## src/rtl/fifo_ctrl_pkg.sv

```systemverilog
// Shared types for the FIFO control front end: default word width and the
// command conditioner state encoding.
package fifo_ctrl_pkg;

  localparam int DATA_W = 15;

  typedef enum logic [1:0] {
    IDLE         = 2'd0,
    PRESS_WAIT   = 2'd1,
    HELD         = 2'd2,
    RELEASE_WAIT = 2'd3
  } cmd_state_t;

  function automatic int max2(input int a, input int b);
    return (a > b) ? a : b;
  endfunction

endpackage

```

## src/rtl/btn_sync.sv

```systemverilog
// Two-flop synchronizer for a single asynchronous level; RST_VAL sets the
// value both stages take in reset so the output idles in a known sense.
module btn_sync #(
  parameter logic RST_VAL = 1'b0
) (
  input  logic clk,
  input  logic reset_n,
  input  logic d,
  output logic q
);

  logic s1;

  always_ff @(posedge clk or negedge reset_n) begin
    if (!reset_n) begin
      s1 <= RST_VAL;
      q  <= RST_VAL;
    end else begin
      s1 <= d;
      q  <= s1;
    end
  end

endmodule

```

## src/rtl/fifo_cmd_conditioner.sv

```systemverilog
// Turns a raw active-low button, mode switch and data switches into one-cycle
// push/pop/reject strobes. Define FIFO_CMD_AUTOREPEAT_EN for hold-to-repeat.
module fifo_cmd_conditioner #(
  parameter int DATA_W          = fifo_ctrl_pkg::DATA_W,
  parameter int DEBOUNCE_CYCLES = 4,
  parameter int REPEAT_CYCLES   = 16
) (
  input  logic              clk,
  input  logic              reset_n,
  input  logic              button,
  input  logic              mode,
  input  logic [DATA_W-1:0] datain,
  input  logic              full,
  input  logic              empty,
  output logic              wr_en,
  output logic              rd_en,
  output logic [DATA_W-1:0] wr_data,
  output logic              rejected
);
  import fifo_ctrl_pkg::*;

  localparam int CNT_MAX = max2(DEBOUNCE_CYCLES, REPEAT_CYCLES);
  localparam int CNT_W   = $clog2(CNT_MAX + 1);
  localparam logic [CNT_W-1:0] DEB_C  = CNT_W'(DEBOUNCE_CYCLES);
  localparam logic [CNT_W-1:0] SAT_C  = CNT_W'(CNT_MAX);
  localparam logic [CNT_W-1:0] ONE_C  = CNT_W'(1);

  logic btn_s, mode_s;

  btn_sync #(.RST_VAL(1'b1)) u_btn_sync (
    .clk(clk), .reset_n(reset_n), .d(button), .q(btn_s)
  );

  btn_sync #(.RST_VAL(1'b0)) u_mode_sync (
    .clk(clk), .reset_n(reset_n), .d(mode), .q(mode_s)
  );

  cmd_state_t       state_q, state_d;
  logic [CNT_W-1:0] cnt_q, cnt_d;
  logic             accept;

  function automatic logic [CNT_W-1:0] sat_inc(input logic [CNT_W-1:0] v);
    return (v == SAT_C) ? v : v + ONE_C;
  endfunction

`ifdef FIFO_CMD_AUTOREPEAT_EN
  localparam logic [CNT_W-1:0] RPT_LAST_C = CNT_W'(REPEAT_CYCLES - 1);
  logic [CNT_W-1:0] rpt_q, rpt_d;

  always_ff @(posedge clk or negedge reset_n) begin
    if (!reset_n) rpt_q <= '0;
    else          rpt_q <= rpt_d;
  end
`endif

  always_ff @(posedge clk or negedge reset_n) begin
    if (!reset_n) begin
      state_q <= IDLE;
      cnt_q   <= '0;
    end else begin
      state_q <= state_d;
      cnt_q   <= cnt_d;
    end
  end

  always_comb begin
    state_d = state_q;
    cnt_d   = cnt_q;
    accept  = 1'b0;
`ifdef FIFO_CMD_AUTOREPEAT_EN
    rpt_d   = '0;
`endif
    unique case (state_q)
      IDLE: begin
        if (!btn_s) begin
          state_d = PRESS_WAIT;
          cnt_d   = ONE_C;
        end
      end
      PRESS_WAIT: begin
        if (btn_s) begin
          state_d = IDLE;
          cnt_d   = '0;
        end else if (cnt_q >= DEB_C) begin
          // Press has been low for the full debounce window: accept it.
          state_d = HELD;
          cnt_d   = '0;
          accept  = 1'b1;
        end else begin
          cnt_d = sat_inc(cnt_q);
        end
      end
      HELD: begin
        if (btn_s) begin
          state_d = RELEASE_WAIT;
          cnt_d   = ONE_C;
        end
`ifdef FIFO_CMD_AUTOREPEAT_EN
        else if (rpt_q >= RPT_LAST_C) begin
          rpt_d  = '0;
          accept = 1'b1;
        end else begin
          rpt_d = sat_inc(rpt_q);
        end
`endif
      end
      RELEASE_WAIT: begin
        if (!btn_s) begin
          state_d = HELD;
          cnt_d   = '0;
        end else if (cnt_q >= DEB_C) begin
          state_d = IDLE;
          cnt_d   = '0;
        end else begin
          cnt_d = sat_inc(cnt_q);
        end
      end
      default: begin
        state_d = IDLE;
        cnt_d   = '0;
      end
    endcase
  end

  // Strobes are registered and default low, so each acceptance yields one cycle.
  always_ff @(posedge clk or negedge reset_n) begin
    if (!reset_n) begin
      wr_en    <= 1'b0;
      rd_en    <= 1'b0;
      rejected <= 1'b0;
      wr_data  <= '0;
    end else begin
      wr_en    <= 1'b0;
      rd_en    <= 1'b0;
      rejected <= 1'b0;
      if (accept) begin
        if (mode_s) begin
          if (!full) begin
            wr_en   <= 1'b1;
            wr_data <= datain;
          end else begin
            rejected <= 1'b1;
          end
        end else begin
          if (!empty) rd_en    <= 1'b1;
          else        rejected <= 1'b1;
        end
      end
    end
  end

endmodule

```

## config.mk

```make
export PLATFORM = sky130hd
export DESIGN_NAME = fifo_cmd_conditioner
export DESIGN_NICKNAME = d
export VERILOG_FILES = /design/src/rtl/fifo_ctrl_pkg.sv /design/src/rtl/btn_sync.sv /design/src/rtl/fifo_cmd_conditioner.sv
export SDC_FILE = /design/constraint.sdc
export NUM_CORES = 1
export LEC_CHECK = 0
export ABC_AREA = 1
export BUFFER_PORTS_ARGS = -buffer_cell sky130_fd_sc_hd__buf_2
export CORE_MARGIN = 1
export CORE_UTILIZATION = 44
export DETAILED_ROUTE_END_ITERATION = 7
export GPL_TIMING_DRIVEN = 1
export PLACE_DENSITY = 0.73
export RECOVER_POWER = 25
export SKIP_CTS_REPAIR_TIMING = 1
export SLEW_MARGIN = 5
export SYNTH_ARGS = -nofsm -noshare
export SYNTH_HDL_FRONTEND = slang
export SYNTH_SLANG_ARGS = --single-unit
```

## constraint.sdc

```tcl
create_clock -name clk -period 1.16 [get_ports clk]
set_clock_uncertainty 0.15 [all_clocks]
set_input_delay 0.174 -clock clk [delete_from_list [all_inputs] [get_ports clk]]
set_output_delay 0.174 -clock clk [all_outputs]
set_load 0.005 [all_outputs]
```

-- Word-level counts from Yosys, hierarchy flattened
Cells that the tools add are included.
- input port bits: 21
- register bits after elaboration: 29
- logic and storage cells: 52
- eq/ne operators: 8
- reduce and logical (&&, ||, !) cells: 4
- magnitude comparators: 1
- add/sub/neg operators: 1
- bitwise gates (word level): 1
- multiplexer cells: 27
- operators by type and width (cell ; count):
    2-to-1 mux 5 bit ; 6
    case mux 5 bit (4 select lines) ; 1
    2-to-1 mux 1 bit ; 13
    2-to-1 mux 2 bit ; 6
    case mux 2 bit (4 select lines) ; 1
    adder 5 x 1 -> 5 bit, second input constant ; 1
    equality test 5 bit, second input constant ; 1
    >= comparator 5 x 3 -> 1 bit, second input constant ; 1
    equality test 2 bit, second input constant ; 2
    AND reduction 4 bit ; 1
    != test 3 x 2 -> 1 bit, second input constant ; 1
    != test 3 bit, second input constant ; 1
    AND reduction 3 bit ; 1
    equality test 2 x 1 -> 1 bit, second input constant ; 1
    logical NOT 2 bit ; 1
    != test 2 x 1 -> 1 bit, second input constant ; 1
    != test 2 bit, second input constant ; 1
    AND reduction 2 bit ; 1
    NOT 1 bit ; 1

-- Logic depth before layout (Yosys ltp)
- depth after elaboration: 5
- gate-level depth with buffers: 7
- mapped depth without buffers: 7

-- Hierarchy
Synthesis repeated with hierarchy kept, for this count alone.
- cell total of the unflattened synthesis: 121
- area, all modules: 1179.9 um^2
- modules (own cells, without submodules) (module ; cells each ; area an instance (um^2) ; instances):
    fifo_cmd_conditioner ; 117 ; 1077.3 ; 1
    btn_sync (u_btn_sync) ; 2 ; 52.6 ; 1
    btn_sync (u_mode_sync) ; 2 ; 50.0 ; 1

-- Least setup slack after synthesis
Ideal clock, no wire load.
- path kind: reg2reg
- start point: register with a tool-made name
- end point: register wr_data[10]
- stages on the path, launching flop included: 8
- slack: -0.098 ns
- data arrival time: 0.991 ns
- setup time: 0.117 ns
- clock period less this slack: 1.258 ns
- buffers on the path: 1
- cells stage by stage: dfrtp_1 > inv_1 > nand2_2 > nor2_8 > nand3_4 > buf_6 > nand2_1 > nand2_1
- RTL lines (what ; line ; RTL):
    to (signal assigned) ; fifo_cmd_conditioner.sv:140 ; wr_data <= datain;
    to (decl) ; fifo_cmd_conditioner.sv:17 ; output logic [DATA_W-1:0] wr_data,

-- Worst setup path in the final report
- start point: register u_btn_sync.q
- end point: register cnt_q[4]
- longest elaborated chain between the ends: 2
- elaborated cells between the ends (all ways): 6
- classes of those cells: eq/ne (2); mux (3); reduce/logical (1)
- RTL lines (what ; line ; RTL):
    from (decl) ; btn_sync.sv:9 ; output logic q
    from (signal assigned) ; btn_sync.sv:17 ; q <= RST_VAL;
    from (signal assigned) ; btn_sync.sv:20 ; q <= s1;
    2-to-1 mux 5 bit (tied with other cells) ; fifo_cmd_conditioner.sv:108 ; if (!btn_s) begin
    case mux 5 bit (4 select lines) or AND reduction 2 bit (tied branches) ; -- ;
    to (signal assigned) ; fifo_cmd_conditioner.sv:62 ; cnt_q <= cnt_d;
    to (decl) ; fifo_cmd_conditioner.sv:39 ; logic [CNT_W-1:0] cnt_q, cnt_d;
Several ways; a longest one is shown, not always the timed one.
A chain may end at the register's enable or synchronous reset.

==> run summary <==
The pre-antenna-repair detailed-routing pass consisted of 4 iterations. The run gives 0.33 ns as the clock latency of the later-clocked register in the worst-skew pair. STA classifies the critical path startpoint as a register. The detailed router finished its first iteration with 12 violations. The floorplan step set the die width to 54.2 microns. Synthesis produced 122 cells. Worst hold slack: 0.0585 ns. TritonCTS built the clock tree.

Along the worst hold path, the cell count comes to 4. 39 I/O pins were placed. Type of the worst setup path: register to register. The largest single stage delay on the critical path is 0.61 ns. The post-synthesis cell type with the largest combined area was sky130_fd_sc_hd__dfrtp_1.

Counting cells, the worst reg-to-reg path comes to 6. The required time of the critical path was 1.26 ns. sky130_fd_sc_hd__nand2_1 is the most common cell in the netlist. The logs give 0.00113 V for the highest ir drop seen on vdd and 729 sq um for the sequential cell area in the final layout. The top cell type by area accounts for 56.3% of the synthesized area.

Of all flip-flops after synthesis, the portion carrying an async set or reset was 100%. For the final RePlAce weighted congestion, the log shows 0.860. Sequential cells were found to cover 60.7% of the synthesized design area. During placement, the flow inserted port buffers numbering 38. The number of synthesized flops with an enable pin is 0, and the number of logic stages on the critical path including buffering is 6. Measured on the finished design, the core utilization comes to 74.8%.

The final-stage net count came out at 223. The die covers 0.00294 sq mm. The post-route netlist has 47.8% of its cells at a drive strength greater than 1. The startpoint identified for the worst hold timing path is full. After clock tree synthesis, the clock-pin slew on the worst setup and hold paths is 0.09 ns. The slew at the pin with the worst max-slew slack works out to 0.343 ns. The run gives 0 as the number of hold violations in the final report. Biggest fanout along the worst timing path: 4. The routed layout has 1146 vias. In this run, the combinational gates consume 34.0% of the power. Compared with the post-synthesis result, the final layout area differs by 57.2%.

By area the synthesized netlist is led by sky130_fd_sc_hd__dfrtp_1, sky130_fd_sc_hd__nand2_1, sky130_fd_sc_hd__nand4_1, sky130_fd_sc_hd__dfstp_2, sky130_fd_sc_hd__inv_1. The run gives 0 as the global route total overflow. The final wirelength is 3070 microns. The worst register-to-register path ends at cnt_q[4].

The worst hold-check path type was input port to register. From bottom edge to top edge, the die measures 54.2 microns. The power density of the placed cells is 1510 mW/mm^2. Counting instances in the post-synthesis netlist gives the leading cell types as sky130_fd_sc_hd__nand2_1, sky130_fd_sc_hd__dfrtp_1, sky130_fd_sc_hd__nand4_1, sky130_fd_sc_hd__inv_1, sky130_fd_sc_hd__nor2_1. Yosys printed 0 warnings. The share of total power dissipated in the clock network is 20.0%.

The tree built by TritonCTS fans out to 29 sinks. For this design the static power due to leakage is 1.04 nW. The tools report the maximum clock rate as 740 MHz. The post-layout worst setup margin was -0.192 ns. The worst setup path is captured at a register. In the global route stage, overall resource usage came out at 19.5%.

Across the run, the number of max-cap violations was 0. The number of global-route vias before repair came out at 924. Setup repair after global routing could not meet its margin everywhere.

The tools report the number of distinct standard cells referenced by the synthesized netlist as 19. The detailed-route vias per instance was 4.96; the final max-slew violation count was 0. The final critical path takes up 117% of the cycle.

The critical path contains buffers and inverters numbering 2 combined. The tree is rooted in a sky130_fd_sc_hd__clkbuf_4. In this run the remaining antenna-violating nets after routing total 0. The critical path goes through inv_2, nand2_2, nand2_4, nor2_4, inv_2, nor2_2. The run gives 497 sq um as the area of the multi-input gates. The largest individual stage delay along the critical path comes from the cell sky130_fd_sc_hd__dfstp_2. The initial core utilization came out at 47.6%. Grouping stages by cell kind, the critical path spends the most delay in flip-flops. The tools report the worst setup timing slack at the placement stage as -0.160 ns. The number of storage elements in the synthesis netlist was 29; the number of endpoints failing setup at the final stage was 33. Per report_power, the sequential group accounts for 46.0% of the total.

The maximum buffer depth of the clock tree was 2. The finished layout holds 231 standard cells, fillers aside. In this run the standard cell core region covers 0.00252 sq mm. The switching part of the total power works out to 34.4%. Synthesis produced a netlist with a net count of 145. Entering global routing, the biggest net connects 19 pins.

The commonest register cell after synthesis was sky130_fd_sc_hd__dfrtp_1. The tools report the number of antenna violations at the first check in global routing as 0. Counting I/O delays and the setup requirement, the final critical path takes 1.35 ns.

The most common cell type on the critical path is sky130_fd_sc_hd__inv_2. The tools report the endpoint of the worst hold-timing path as wr_en. Summed over all nets, the switching power comes to 0.979 mW. The setup check on the worst reg-to-reg path leaves a slack of -0.19 ns.

After synthesis the cells add up to 0.00120 sq mm. For this run, design rule violations remaining after detail routing come to 0. For the post-layout total power, the log shows 2.85 mW. 0 antenna diodes ended up in the layout. The HPWL after detailed placement is 1810 microns.

The checks that failed: setup timing. The worst pin sits at a relative slew slack of 77.1%. The average routed wire per standard cell works out to 13.3 microns.

Including well taps, the total number of placed cells is 196. Number of buffers added by the clock tree synthesis step: 5. The tools report the internal power of the cells as 1.87 mW.

The layout has 187 filler cells. CTS built an H-tree with a depth of 2. The tools report the global-route wire length before repair as 3910 microns. In this run the core area contains 18 standard-cell rows. The tools report the critical register-to-register path startpoint as u_btn_sync.q.

The flow ran to the end, but the final reports show violations. Data on the critical path arrives at its endpoint at 1.45 ns. A synthesized cell averages 9.84 sq um.
[sequential cells by signal (all words and copies together), names as in the netlist, named ones only]
| name | cells |
|---|---|
| wr_en | 1 |
| u_btn_sync.q | 1 |
| rejected | 1 |
| u_mode_sync.q | 1 |
| cnt_q | 5 |
| rd_en | 1 |
| wr_data | 15 |
| u_mode_sync.s1 | 1 |
| state_q | 1 |
| u_btn_sync.s1 | 1 |
[routing by layer]
metal	global-route usage, %	wire, microns	vias up	part of all wire, %
li1	-	-	554	-
met3	5.83	146	9	4.8
met2	29.3	1630	46	53
met1	24.7	1220	537	40
met5	0	0	-	0
met4	11.5	68	0	2.2
[cell usage in the layout, fill, tap and decap left out, types with 2 or more instances in the layout]
master                          synthesis  routed
sky130_fd_sc_hd__buf_2                  2      37
sky130_fd_sc_hd__nand2_1               41      26
sky130_fd_sc_hd__dfrtp_1               27      26
sky130_fd_sc_hd__dlygate4sd3_1          0      19
sky130_fd_sc_hd__nand4_1               15      15
sky130_fd_sc_hd__nand2_2                2      14
sky130_fd_sc_hd__buf_4                  1      14
sky130_fd_sc_hd__inv_1                 12       7
sky130_fd_sc_hd__inv_2                  0       5
sky130_fd_sc_hd__clkbuf_4               0       5
sky130_fd_sc_hd__nor2_1                 6       4
sky130_fd_sc_hd__nor2_4                 1       3
sky130_fd_sc_hd__nand2_4                0       3
sky130_fd_sc_hd__nor3_2                 0       2
sky130_fd_sc_hd__nand3_4                1       2
sky130_fd_sc_hd__o21ai_0                2       2
sky130_fd_sc_hd__nand3_1                2       2
sky130_fd_sc_hd__ha_1                   2       2
sky130_fd_sc_hd__clkbuf_1               0       2
sky130_fd_sc_hd__buf_6                  1       2
sky130_fd_sc_hd__dfstp_2                2       2
[cell type report]
class / count / area share [%]
Inverter: 12 / 2.39
Clock inverter: 1 / 0.265
Sequential cell: 29 / 38.7
Timing Repair Buffer: 74 / 28.0
Multi-Input combinational cell: 78 / 26.3
Tap cell: 30 / 1.99
Clock buffer: 7 / 2.39
[logic make-up (layout without fill, tap and decap cells)]
family,after synthesis,in the layout,share of synthesized area (%)
simple gates,72,73,29.8
flops,29,29,60.7
buf+inv,16,94,6.15
compound gates,3,3,1.25
fa+ha+maj,2,2,2.09
[worst max-delay path by stage]
stage / startpoint / endpoint / slack [ns]
finish: u_btn_sync.q / cnt_q[4] / -0.19
CTS: u_btn_sync.q / cnt_q[4] / -0.18
floorplan: register / wr_data[10] / -0.1
detailed placement: u_btn_sync.q / cnt_q[4] / -0.16
global placement: register / wr_data[11] / -0.08
global route: u_btn_sync.q / cnt_q[4] / -0.24
[per-stage QoR]
step           instance area (sq um)  setup TNS, ns
2_1_floorplan                   1210          -1.07
3_3_place_gp                    1500          -1.57
3_5_place_dp                    1500          -2.39
4_1_cts                         1550          -3.18
5_1_grt                         1890          -5.03
6_report                        1890          -3.27
[worst register-to-register path: cells and delay by family (launching register included)]
| family | cells | cell delay (ns) |
|---|---|---|
| and+or+nand+nor | 4 | 0.40 |
| buffers and inverters | 2 | 0.12 |
| DFF | 1 | 0.61 |
[power groups by stage]
stage               logic [mW]  clock network (mW)  registers, mW
detailed placement       0.744                   0           1.31
CTS                      0.743               0.584           1.29
global route              1.07               0.643           1.33
global placement         0.713                   0           1.31
finish                   0.968               0.571           1.31
floorplan                0.428                   0           1.30
Power figures use the tool's default switching activity.
